## src/rtl/fetch_pkg.sv

```systemverilog
// fetch_pkg: shared constants and types for the instruction fetch stage
//   NOP_INSTR     - bubble instruction (addi x0, x0, 0)
//   fetch_state_e - request FSM states
//   fetch_entry_t - one presented instruction slot {pc, instr, valid}
package fetch_pkg;
  localparam logic [31:0] NOP_INSTR = 32'h0000_0013;
  typedef enum logic [1:0] {REQ, WAIT, DRAIN} fetch_state_e;
  typedef struct packed {
    logic [31:0] pc;
    logic [31:0] instr;
    logic        valid;
  } fetch_entry_t;
endpackage

```

## src/rtl/fetch_buffer.sv

```systemverilog
// fetch_buffer: one-entry output register between fetch and execute
//   clock, reset (async, active low)
//   load/load_entry - capture a returned instruction
//   consume         - downstream took the entry; becomes a NOP bubble
//   flush/flush_pc  - redirect; becomes a NOP bubble tagged with flush_pc
//   entry           - presented {pc, instr, valid}
module fetch_buffer
  import fetch_pkg::*;
(
  input  logic         clock,
  input  logic         reset,
  input  logic         load,
  input  logic         consume,
  input  logic         flush,
  input  logic [31:0]  flush_pc,
  input  fetch_entry_t load_entry,
  output fetch_entry_t entry
);
  always_ff @(posedge clock or negedge reset)
    if (!reset) entry <= '{pc: 32'h0, instr: NOP_INSTR, valid: 1'b0};
    else if (flush) entry <= '{pc: flush_pc, instr: NOP_INSTR, valid: 1'b0};
    else if (load) entry <= load_entry;
    else if (consume) entry <= '{pc: entry.pc, instr: NOP_INSTR, valid: 1'b0};
endmodule

```

## src/rtl/fetch_unit.sv

```systemverilog
// fetch_unit: RV32I instruction fetch stage with one outstanding memory read
//   clock, reset (async, active low), stall, redirect_valid/redirect_pc from execute
//   imem_req/imem_addr/imem_ready request side, imem_rvalid/imem_rdata response side
//   pc_fetch/instruction_fetch/fetch_valid to the fetch->execute register
//   FETCH_MISALIGN_CHECK_EN adds fetch_misaligned and blocks fetch on unaligned redirects
module fetch_unit
  import fetch_pkg::*;
#(
  parameter logic [31:0] RESET_PC = 32'h0000_0000
) (
  input  logic        clock,
  input  logic        reset,
  input  logic        stall,
  input  logic        redirect_valid,
  input  logic [31:0] redirect_pc,
  output logic        imem_req,
  output logic [31:0] imem_addr,
  input  logic        imem_ready,
  input  logic        imem_rvalid,
  input  logic [31:0] imem_rdata,
  output logic [31:0] pc_fetch,
  output logic [31:0] instruction_fetch,
  output logic        fetch_valid
`ifdef FETCH_MISALIGN_CHECK_EN
  ,
  output logic        fetch_misaligned
`endif
);
  fetch_state_e state, state_nxt;
  fetch_entry_t entry;
  logic [31:0] pc, target;
  logic mis, busy, accepted, load;
`ifdef FETCH_MISALIGN_CHECK_EN
  assign target = redirect_pc;
  assign fetch_misaligned = mis;
  always_ff @(posedge clock or negedge reset)
    if (!reset) mis <= 1'b0;
    else if (redirect_valid) mis <= |redirect_pc[1:0];
`else
  assign target = redirect_pc & ~32'd3;
  assign mis = 1'b0;
`endif
  assign busy = state != REQ;
  // Redirect suppresses any new request so the next address issued is the target.
  assign imem_req = reset & ~redirect_valid & ~stall &
                    (state == REQ ? ~mis : (state == WAIT) & imem_rvalid);
  assign imem_addr = pc;
  assign accepted = imem_req & imem_ready;
  // Buffer takes the response when empty or being consumed; otherwise memory holds rvalid.
  assign load = ~redirect_valid & (state == WAIT) & imem_rvalid & (~entry.valid | ~stall);
  always_comb
    state_nxt = redirect_valid ? ((busy && !imem_rvalid) ? DRAIN : REQ) :
                state == DRAIN ? (imem_rvalid ? REQ : DRAIN) :
                accepted ? WAIT :
                (state == WAIT && !load) ? WAIT : REQ;
  always_ff @(posedge clock or negedge reset)
    if (!reset) begin
      state <= REQ;
      pc    <= RESET_PC;
    end else begin
      state <= state_nxt;
      pc    <= redirect_valid ? target : accepted ? pc + 32'd4 : pc;
    end
  // In WAIT the fetch PC is already one word past the outstanding request.
  fetch_buffer u_buf (
    .clock      (clock),
    .reset      (reset),
    .load       (load),
    .consume    (~stall),
    .flush      (redirect_valid),
    .flush_pc   (target),
    .load_entry ('{pc: pc - 32'd4, instr: imem_rdata, valid: 1'b1}),
    .entry      (entry)
  );
  assign pc_fetch          = entry.pc;
  assign instruction_fetch = entry.instr;
  assign fetch_valid       = entry.valid;
endmodule

```

## config.mk

```make
export PLATFORM = sky130hd
export DESIGN_NAME = fetch_unit
export DESIGN_NICKNAME = d
export VERILOG_FILES = /design/src/rtl/fetch_pkg.sv /design/src/rtl/fetch_buffer.sv /design/src/rtl/fetch_unit.sv
export SDC_FILE = /design/constraint.sdc
export NUM_CORES = 1
export LEC_CHECK = 0
export BUFFER_PORTS_ARGS = -buffer_cell sky130_fd_sc_hd__buf_4
export CORE_ASPECT_RATIO = 0.75
export CORE_MARGIN = 2
export CORE_UTILIZATION = 51
export DETAILED_ROUTE_END_ITERATION = 6
export PLACE_DENSITY = 0.81
export SYNTH_ARGS = -nofsm -noshare
export SYNTH_HDL_FRONTEND = slang
export SYNTH_SLANG_ARGS = --single-unit
```

## constraint.sdc

```tcl
create_clock -name clock -period 2.6 [get_ports clock]
set_input_delay 0 -clock clock [delete_from_list [all_inputs] [get_ports clock]]
set_output_delay 0 -clock clock [all_outputs]
set_load 0.05 [all_outputs]
```

==> results.json, run 1 <==
{
  "ys_warn_count": 0,
  "syn-cell-area_sq_um": 5050,
  "dp.cells": 776,
  "maxCapViolCount": 0,
  "synth_flop_cell": "dfrtp_1",
  "cts_buffer_depth": 2,
  "first_global_vias": 4994,
  "crit_fanout": 12,
  "layout.nets": 792,
  "seqPwrFrac": 0.423,
  "drc_errors": 0,
  "die-width_microns": 119,
  "fin_crit_ps": 2430,
  "clkTransAtPathRegs_ps": 70,
  "setup_ws_ps": 170,
  "root_buffer": "clkbuf_16",
  "chipHeight_microns": 90.2,
  "synth.yosys.seq_area_share": 0.477,
  "p_per_area_nw_per_um2": 573,
  "start_kind": "flip-flop",
  "wirelength_microns": 16000,
  "setup-violations-final": 0,
  "htree_levels": 3,
  "intPower_mw": 2.69,
  "grt_max_degree": 73,
  "post-route-period-util": 0.935,
  "ant_nets": 0,
  "hold_path_class": "input pin to flip-flop",
  "clkLatencyLatePin_ps": 350,
  "portBuffers": 163,
  "worstSetupEndpointType": "flip-flop",
  "n_antenna_cell": 0,
  "drt_iter0_drc": 399,
  "ios": 168,
  "status": "complete, no violations",
  "avgViaCountPerCell": 5.87,
  "place.gp.congestion": 0.843,
  "start_util": 0.523,
  "drive_above_1_share": 0.302,
  "path_class": "flip-flop to flip-flop",
  "final.setup.tns_ps": 0,
  "p_sw_mw": 1.46,
  "cts-buffers-inserted": 9,
  "grt_usage": 0.302,
  "dp_worst_setup_slack_ps": 214,
  "async_flop_share": 1.00,
  "cp_data_required_time_ps": 2800,
  "rows": 31,
  "skew_ps": 8.07,
  "ys_types": 60,
  "dr.pass1.iters": 5,
  "hold_viol_final": 0,
  "leakage_nw": 3.24,
  "cts_setup_buffers": 0,
  "drv_slew": 0,
  "grt_first_pass_wirelength_microns": 25800,
  "ir_worst_vdd_mv": 0.468,
  "total_power_mw": 4.16,
  "switching_share": 0.352,
  "slew-limit-headroom": 0.276,
  "comb_power_share": 0.266,
  "grt_setup_unrepaired": "no",
  "syn_avg_cell_area_sq_um": 9.96,
  "worst_pin_slew_ps": 1090,
  "fin_area_sq_um": 7260,
  "numClockSinks": 96,
  "wire_per_inst_microns": 18.6,
  "place.detailed.hpwl_microns": 10300,
  "stdcell_count": 857,
  "grt_antenna_before_repair": 0,
  "coreArea_sq_um": 9660,
  "synthToLayoutAreaGrowth_pct": 43.8,
  "synth_edf_count": 0,
  "fmax_ghz": 0.411,
  "grt_overflow_total": 0,
  "syn_inst": 507,
  "place_area_sq_um": 6320,
  "synth_seq_cells": 96,
  "cts_tree": "built",
  "die_area_sq_um": 10700,
  "clkPwrFrac": 0.312,
  "cp.arrival_ps": 2630,
  "vias": 5027
}
==> synthesized netlist by cell type (5+ instances only) <==
master	number	area (sq um)
nor2_1	39	146
or4_1	8	60.1
a21oi_1	9	45.0
clkbuf_1	19	71.3
a22oi_1	13	97.6
inv_1	9	33.8
buf_2	9	45.0
nor4_4	5	106
o21ai_0	27	135
or3_1	5	31.3
o31ai_1	7	52.6
o211ai_1	18	135
a22o_1	30	263
nand2_1	55	206
xor2_1	5	43.8
nor3_1	10	50.1
nand4_1	10	62.6
nand3_1	22	110
o311ai_0	9	78.8
xnor2_1	24	210
and3_1	7	43.8
a31oi_1	7	43.8
dfrtp_1	93	2330
buf_4	5	37.5
==> final timing paths <==
check | startpoint | endpoint | slack, ps | depth (start not counted)
min in group asynchronous | reset | u_buf.entry[54] | 240 | 3
min | redirect_valid | imem_addr[3] | 30 | 3
max | state[1] | imem_addr[5] | 170 | 6
max reg2reg | state[1] | imem_addr[5] | 170 | 6
min reg2reg | u_buf.entry[19] | u_buf.entry[19] | 500 | 1
max in group asynchronous | reset | u_buf.entry[58] | 1130 | 4
==> per-stage QoR <==
stage | util | hold slack, ps
floorplan | - | -296
global placement | 0.654 | 68.2
detailed placement | 0.654 | 71.1
CTS | 0.751 | 27.5
global route | 0.752 | 48.1
finish | 0.752 | 34.7
==> sequential cells by signal, indices dropped and copies added, names as in the netlist <==
register,cells
u_buf.entry,64
imem_addr,30
state,2
==> layer usage <==
| layer | track usage | wire [microns] |
|---|---|---|
| met4 | 0.107 | 433 |
| met3 | 0.0615 | 1070 |
| met2 | 0.486 | 7540 |
| met5 | 0 | 0 |
| met1 | 0.408 | 6920 |
==> power by group through the flow <==
stage | Sequential (mW) | Clock, mW | Combinational [mW]
floorplan | 2.06 | 0 | 0.366
global placement | 1.77 | 0 | 0.997
detailed placement | 1.78 | 0 | 1.01
CTS | 1.75 | 1.32 | 1.10
global route | 1.77 | 1.37 | 1.17
finish | 1.76 | 1.30 | 1.10
==> layout by cell type, fill, tap and decap left out, types with 10 or more instances in the layout <==
| cell type | n |
|---|---|
| nor3_1 | 10 |
| o211ai_1 | 18 |
| dfrtp_1 | 93 |
| nand4_1 | 10 |
| o21ai_0 | 27 |
| buf_4 | 181 |
| a22oi_1 | 13 |
| a22o_1 | 30 |
| xnor2_1 | 24 |
| dlygate4sd3_1 | 65 |
| nand3_1 | 22 |
| nand2_1 | 55 |
| nor2_1 | 38 |
==> worst max-delay path, stage by stage, from the launching register on <==
cell	delay (ps)
dfrtp_1	410
nor4b_1	530
and3_2	440
nor2_1	200
buf_4	260
o21ai_0	250
o311ai_0	180
==> cells by family after synthesis <==
logic type / share of synthesized area
other: 0.000743
and+or+nand+nor: 0.204
xor gates and xnor gates: 0.0503
DFF: 0.477
muxes: 0.00793
AOI/OAI and AO/OA: 0.197
adders and majority gates: 0.00496
buffers and inverters: 0.0585
==> what timing repair did <==
action / in CTS / in global routing
gates resized for setup: 0 / 1
endpoints found under the setup margin: 0 / 5
hold buffers: 65 / 0
hold endpoints to repair: 118 / 0
==> layout make-up <==
| type | count | area (sq um) |
|---|---|---|
| Tap cell | 132 | 165 |
| Fill cell | 670 | 2400 |
| Sequential cell | 96 | 2410 |
| Timing Repair Buffer | 246 | 2010 |
| Multi-Input combinational cell | 358 | 2350 |
| Clock inverter | 6 | 51.3 |
| Clock buffer | 10 | 239 |
| Inverter | 9 | 33.8 |
(Power assumes the default switching activity.)
==> run 2: changes to the inputs <==
Settings changed: CORE_UTILIZATION 51 to 50, PLACE_DENSITY 0.81 to 0.79.
==> run 2 against run 1 <==
Against the previous run: clock-buffer cell count down 1; die area up 1.9%; clock skew up 8.4 ps; wire length down 1.7%; power down 0.36%; sequential cell count unchanged; utilization down 0.59 points; maximum frequency up 1.3%; critical path type unchanged; critical endpoint is now imem_addr[30]; largest cell class unchanged.
==> results.json, run 2 (synthesis results as in run 1) <==
{
  "hold_path_class": "input pin to flip-flop",
  "fmax_ghz": 0.417,
  "die-width_microns": 120,
  "cpMaxStageDelayCell": "or4_1",
  "whs_ps": 75.2,
  "cts_buffer_depth": 2,
  "layout_commonest_cell": "buf_4",
  "grt_antenna_before_repair": 2,
  "comb_power_share": 0.262,
  "dr.pass1.iters": 5,
  "maxCapViolCount": 0,
  "grt_first_pass_wirelength_microns": 26000,
  "switching_share": 0.355,
  "top_register": "u_buf.entry",
  "drive_above_1_share": 0.301,
  "skew_ps": 16.5,
  "vias": 4953,
  "post-route-period-util": 0.923,
  "cts-resized-gates": 0,
  "grt_max_degree": 57,
  "status": "complete, no violations",
  "cp.depth": 6,
  "fin_crit_ps": 2400,
  "crit_end": "imem_addr[30]",
  "setup.worst_path.start": "imem_addr[2]",
  "start_kind": "flip-flop",
  "crit_fanout": 8,
  "path_class": "flip-flop to flip-flop",
  "r2r_cells": 6,
  "p_sw_mw": 1.47,
  "r2r_start": "imem_addr[2]",
  "layout.nets": 792,
  "wire_per_inst_microns": 18.3,
  "cts_tree": "built",
  "avgViaCountPerCell": 5.77,
  "numClockSinks": 96,
  "portBuffers": 163,
  "clkPwrFrac": 0.311,
  "setup-violations-final": 0,
  "regToRegEndpoint": "imem_addr[30]",
  "grt_setup_unrepaired": "no",
  "htree_levels": 3,
  "fin_area_sq_um": 7260,
  "grt_usage": 0.297,
  "cp_num_buf_inv": 0,
  "wirelength_microns": 15700,
  "crit_chain": "ha_1, nand4_1, nor2_1, nand4_1, or4_1, a31oi_1",
  "leakage_nw": 3.23,
  "layout_common_cells": "buf_4 (181), dfrtp_1 (93), dlygate4sd3_1 (65)",
  "rows": 31,
  "place.detailed.hpwl_microns": 10100,
  "max_stage_delay_ps": 580,
  "root_buffer": "clkbuf_16",
  "cts-buffers-inserted": 9,
  "intPower_mw": 2.67,
  "coreArea_sq_um": 9740,
  "total_power_mw": 4.14,
  "first_global_vias": 5092,
  "cp.arrival_ps": 2650,
  "final.setup.tns_ps": 0,
  "drv_slew": 0,
  "p_per_area_nw_per_um2": 570,
  "chipHeight_microns": 91.0,
  "postCtsHoldBufs": 65,
  "synthToLayoutAreaGrowth_pct": 43.8,
  "place.gp.congestion": 0.872,
  "final.fill_count": 676,
  "path_common_cell": "nand4_1",
  "drt_iter0_drc": 350,
  "drc_errors": 0,
  "ir_worst_vdd_mv": 0.304,
  "worst_pin_slew_ps": 1070,
  "die_area_sq_um": 10900,
  "cp_data_required_time_ps": 2850,
  "seqPwrFrac": 0.426,
  "cp_top_family": "simple AND/OR/NAND/NOR gates",
  "ios": 168,
  "clkLatencyLatePin_ps": 350,
  "largest_reg_flops": 64,
  "hold_viol_final": 0,
  "worstSetupEndpointType": "flip-flop",
  "grt_overflow_total": 0,
  "cts_setup_buffers": 0,
  "clkTransAtPathRegs_ps": 70,
  "start_util": 0.518,
  "ant_nets": 0,
  "slew-limit-headroom": 0.284,
  "whs_path_depth": 3,
  "place_area_sq_um": 6320,
  "reg2reg_slack_ps": 200
}
run 2: changes by cell type in the layout (fill, tap and decap cells not counted), sizes merged:
cell / before / now
clkbuf: 10 / 9
clkinv: 2 / 1
clkinvlp: 1 / 3
diode: 0 / 2
run 2: tightest hold or removal path, cell delays in order:
cell	delay, ps
buf_4	120
nand3_1	170
nand2_1	90
run 2: how the worst min path moves through the flow:
| stage | start | slack, ps | end |
|---|---|---|---|
| after floorplan | reset | -300 | imem_addr[10] |
| after global placement | reset | 120 | u_buf.entry[59] |
| after detailed placement | reset | 130 | u_buf.entry[64] |
| after CTS | imem_ready | 80 | state[0] |
| after global routing | imem_ready | 110 | state[0] |
| final | imem_ready | 80 | state[0] |
run 2: cell type report:
type,count,area [sq um],area share
antenna,2,5.00,0.000689
inverter,9,33.8,0.00465
tap,132,165,0.0228
sequential,96,2410,0.331
multi-input combinational,358,2350,0.324
timing repair buffer,246,2010,0.277
clock buffer,9,225,0.0310
clock inverter,7,62.6,0.00862
run 2: per-stage QoR:
step	utilization	instances	setup WS, ps
6_report	0.746	859	200
5_1_grt	0.746	859	64.9
4_1_cts	0.745	857	207
3_5_place_dp	0.649	776	249
3_3_place_gp	0.649	776	449
2_1_floorplan	-	508	311
run 2: power by group through the flow:
stage / sequential [mW] / combinational, mW / clock (mW)
floorplan: 2.06 / 0.366 / 0
global placement: 1.78 / 0.986 / 0
detailed placement: 1.79 / 1.00 / 0
CTS: 1.76 / 1.08 / 1.30
global route: 1.78 / 1.16 / 1.36
finish: 1.77 / 1.09 / 1.29
run 2: metal layers:
metal / vias up / track usage / wire length, microns
met5: - / 0 / 0
met4: 0 / 0.102 / 359
met3: 29 / 0.0653 / 1050
met2: 213 / 0.467 / 7480
met1: 2412 / 0.406 / 6800
li1: 2299 / - / -
==> run 3: changes to the inputs <==
==> constraint.sdc (replaced) <==
create_clock -name clock -period 2.6 [get_ports clock]
set_input_delay 0 -clock clock [delete_from_list [all_inputs] [get_ports clock]]
set_output_delay 0 -clock clock [all_outputs]
set_load 0.1 [all_outputs]
==> run 3 against run 2 <==
Against the previous run: cell count did not move; critical path type unchanged; first-iteration DRC count rose by 17%; combinational power increased by 39%; non-clock buffer count increased by 1; utilization up 0.46 points; clock skew down 9.7 ps; setup slack gained 74 ps; critical endpoint is now imem_addr[14]; clock-buffer cell count is 1 higher.
==> results.json, run 3 (synthesis results as in run 1) <==
{
  "rows": 31,
  "layout.nets": 793,
  "status": "complete, no violations",
  "grt_max_degree": 56,
  "largest_reg_flops": 64,
  "final.fill_count": 689,
  "chipHeight_microns": 91.0,
  "place.gp.congestion": 0.869,
  "dr.pass1.iters": 5,
  "drt_iter0_drc": 408,
  "synthToLayoutAreaGrowth_pct": 44.7,
  "clkTransAtPathRegs_ps": 70,
  "grt_first_pass_wirelength_microns": 24900,
  "avgViaCountPerCell": 5.77,
  "wirelength_microns": 15800,
  "maxCapViolCount": 0,
  "clkLatencyLatePin_ps": 350,
  "drv_slew": 0,
  "cts_tree": "built",
  "p_per_area_nw_per_um2": 645,
  "wire_per_inst_microns": 18.4,
  "skew_ps": 6.72,
  "stdcell_count": 859,
  "portBuffers": 163,
  "cpMaxStageDelayCell": "nor4b_1",
  "root_buffer": "clkbuf_16",
  "die-width_microns": 120,
  "grt_overflow_total": 0,
  "grt_usage": 0.290,
  "cp_data_required_time_ps": 2810,
  "start_kind": "flip-flop",
  "crit_chain": "nor4b_1, and3_1, buf_4, nand2_1, o211ai_1, o311ai_0",
  "hold_path_class": "input pin to flip-flop",
  "ios": 168,
  "slew-limit-headroom": 0.245,
  "numClockSinks": 96,
  "ant_nets": 0,
  "ir_worst_vdd_mv": 0.428,
  "final.setup.tns_ps": 0,
  "htree_levels": 3,
  "post-route-period-util": 0.895,
  "fin_area_sq_um": 7300,
  "dp.cells": 777,
  "grt_antenna_before_repair": 1,
  "fmax_ghz": 0.430,
  "layout_commonest_cell": "buf_4",
  "vias": 4954,
  "setup-violations-final": 0,
  "crit_fanout": 13,
  "worstSetupEndpointType": "flip-flop",
  "die_area_sq_um": 10900,
  "leakage_nw": 3.25,
  "path_class": "flip-flop to flip-flop",
  "place_area_sq_um": 6330,
  "fin_crit_ps": 2330,
  "max_stage_delay_ps": 480,
  "cts-buffers-inserted": 9,
  "first_global_vias": 4743,
  "hold_viol_final": 0,
  "place.detailed.hpwl_microns": 10200,
  "worst_pin_slew_ps": 1130,
  "coreArea_sq_um": 9740,
  "drc_errors": 0,
  "top_register": "u_buf.entry",
  "cts_buffer_depth": 2,
  "grt_setup_unrepaired": "no",
  "start_util": 0.518,
  "drive_above_1_share": 0.307,
  "cp.arrival_ps": 2530,
  "layout_common_cells": "buf_4 (182), dfrtp_1 (88), dlygate4sd3_1 (65)"
}
==> run 3: cell count changes in the layout (fill, tap and decap cells not counted), sizes merged <==
| cell | change |
|---|---|
| clkbuf | +1 |
| bufinv | +2 |
| clkinvlp | -1 |
| inv | -2 |
| buf | +1 |
| diode | -1 |
==> run 3: worst paths after layout <==
check | from | to | slack [ps] | cells after the start
max | state[1] | imem_addr[14] | 270 | 6
min | redirect_valid | imem_addr[30] | 60 | 3
max reg2reg | state[1] | imem_addr[14] | 270 | 6
min reg2reg | u_buf.entry[21] | u_buf.entry[21] | 500 | 1
max in group asynchronous | reset | imem_addr[21] | 1160 | 4
min in group asynchronous | reset | u_buf.entry[52] | 370 | 3
==> run 3: timing repair <==
item / in CTS / in global routing
buffers inserted: 0 / 0
endpoints found under the hold margin: 147 / 0
resized for setup: 0 / 0
hold buffers: 65 / 0
==> run 3: final cells by class <==
type,instances,area [sq um],area share
repair buffers,247,2020,0.276
flip-flops and latches,96,2410,0.330
well taps,132,165,0.0226
clock inverters,6,92.6,0.0127
multi-input cells,358,2350,0.322
inverters,9,33.8,0.00462
clock buffers,10,229,0.0313
diodes,1,2.50,0.000343
==> run 3: where the power goes <==
part           leakage (nW)  internal (mW)  switching, mW
registers              1.21           1.60          0.158
logic                  1.89          0.408           1.10
clock network         0.149          0.849          0.598
==> run 3: worst max-delay path, delay by kind of cell (launching register included) <==
family	cells	cell delay [ps]
compound gates	2	410
buf+inv	1	260
simple gates	3	1100
flops	1	410
==> run 3: per-layer routing <==
layer	vias to the layer above	track usage	part of all wire
met5	-	0	0
met4	0	0.0961	0.022
met3	29	0.0553	0.074
met2	231	0.457	0.46
met1	2404	0.404	0.44
li1	2290	-	-
==> run 3: metrics by stage <==
step           worst slack (ps)  power, mW   util  hold WS (ps)
6_report                    274       4.71  0.750          57.2
5_1_grt                    65.4       4.87  0.750          72.4
4_1_cts                     321       4.72  0.750          52.5
3_5_place_dp                337       3.20  0.650           178
3_3_place_gp                446       3.18  0.650           172
2_1_floorplan              5.34       2.83      -          -296
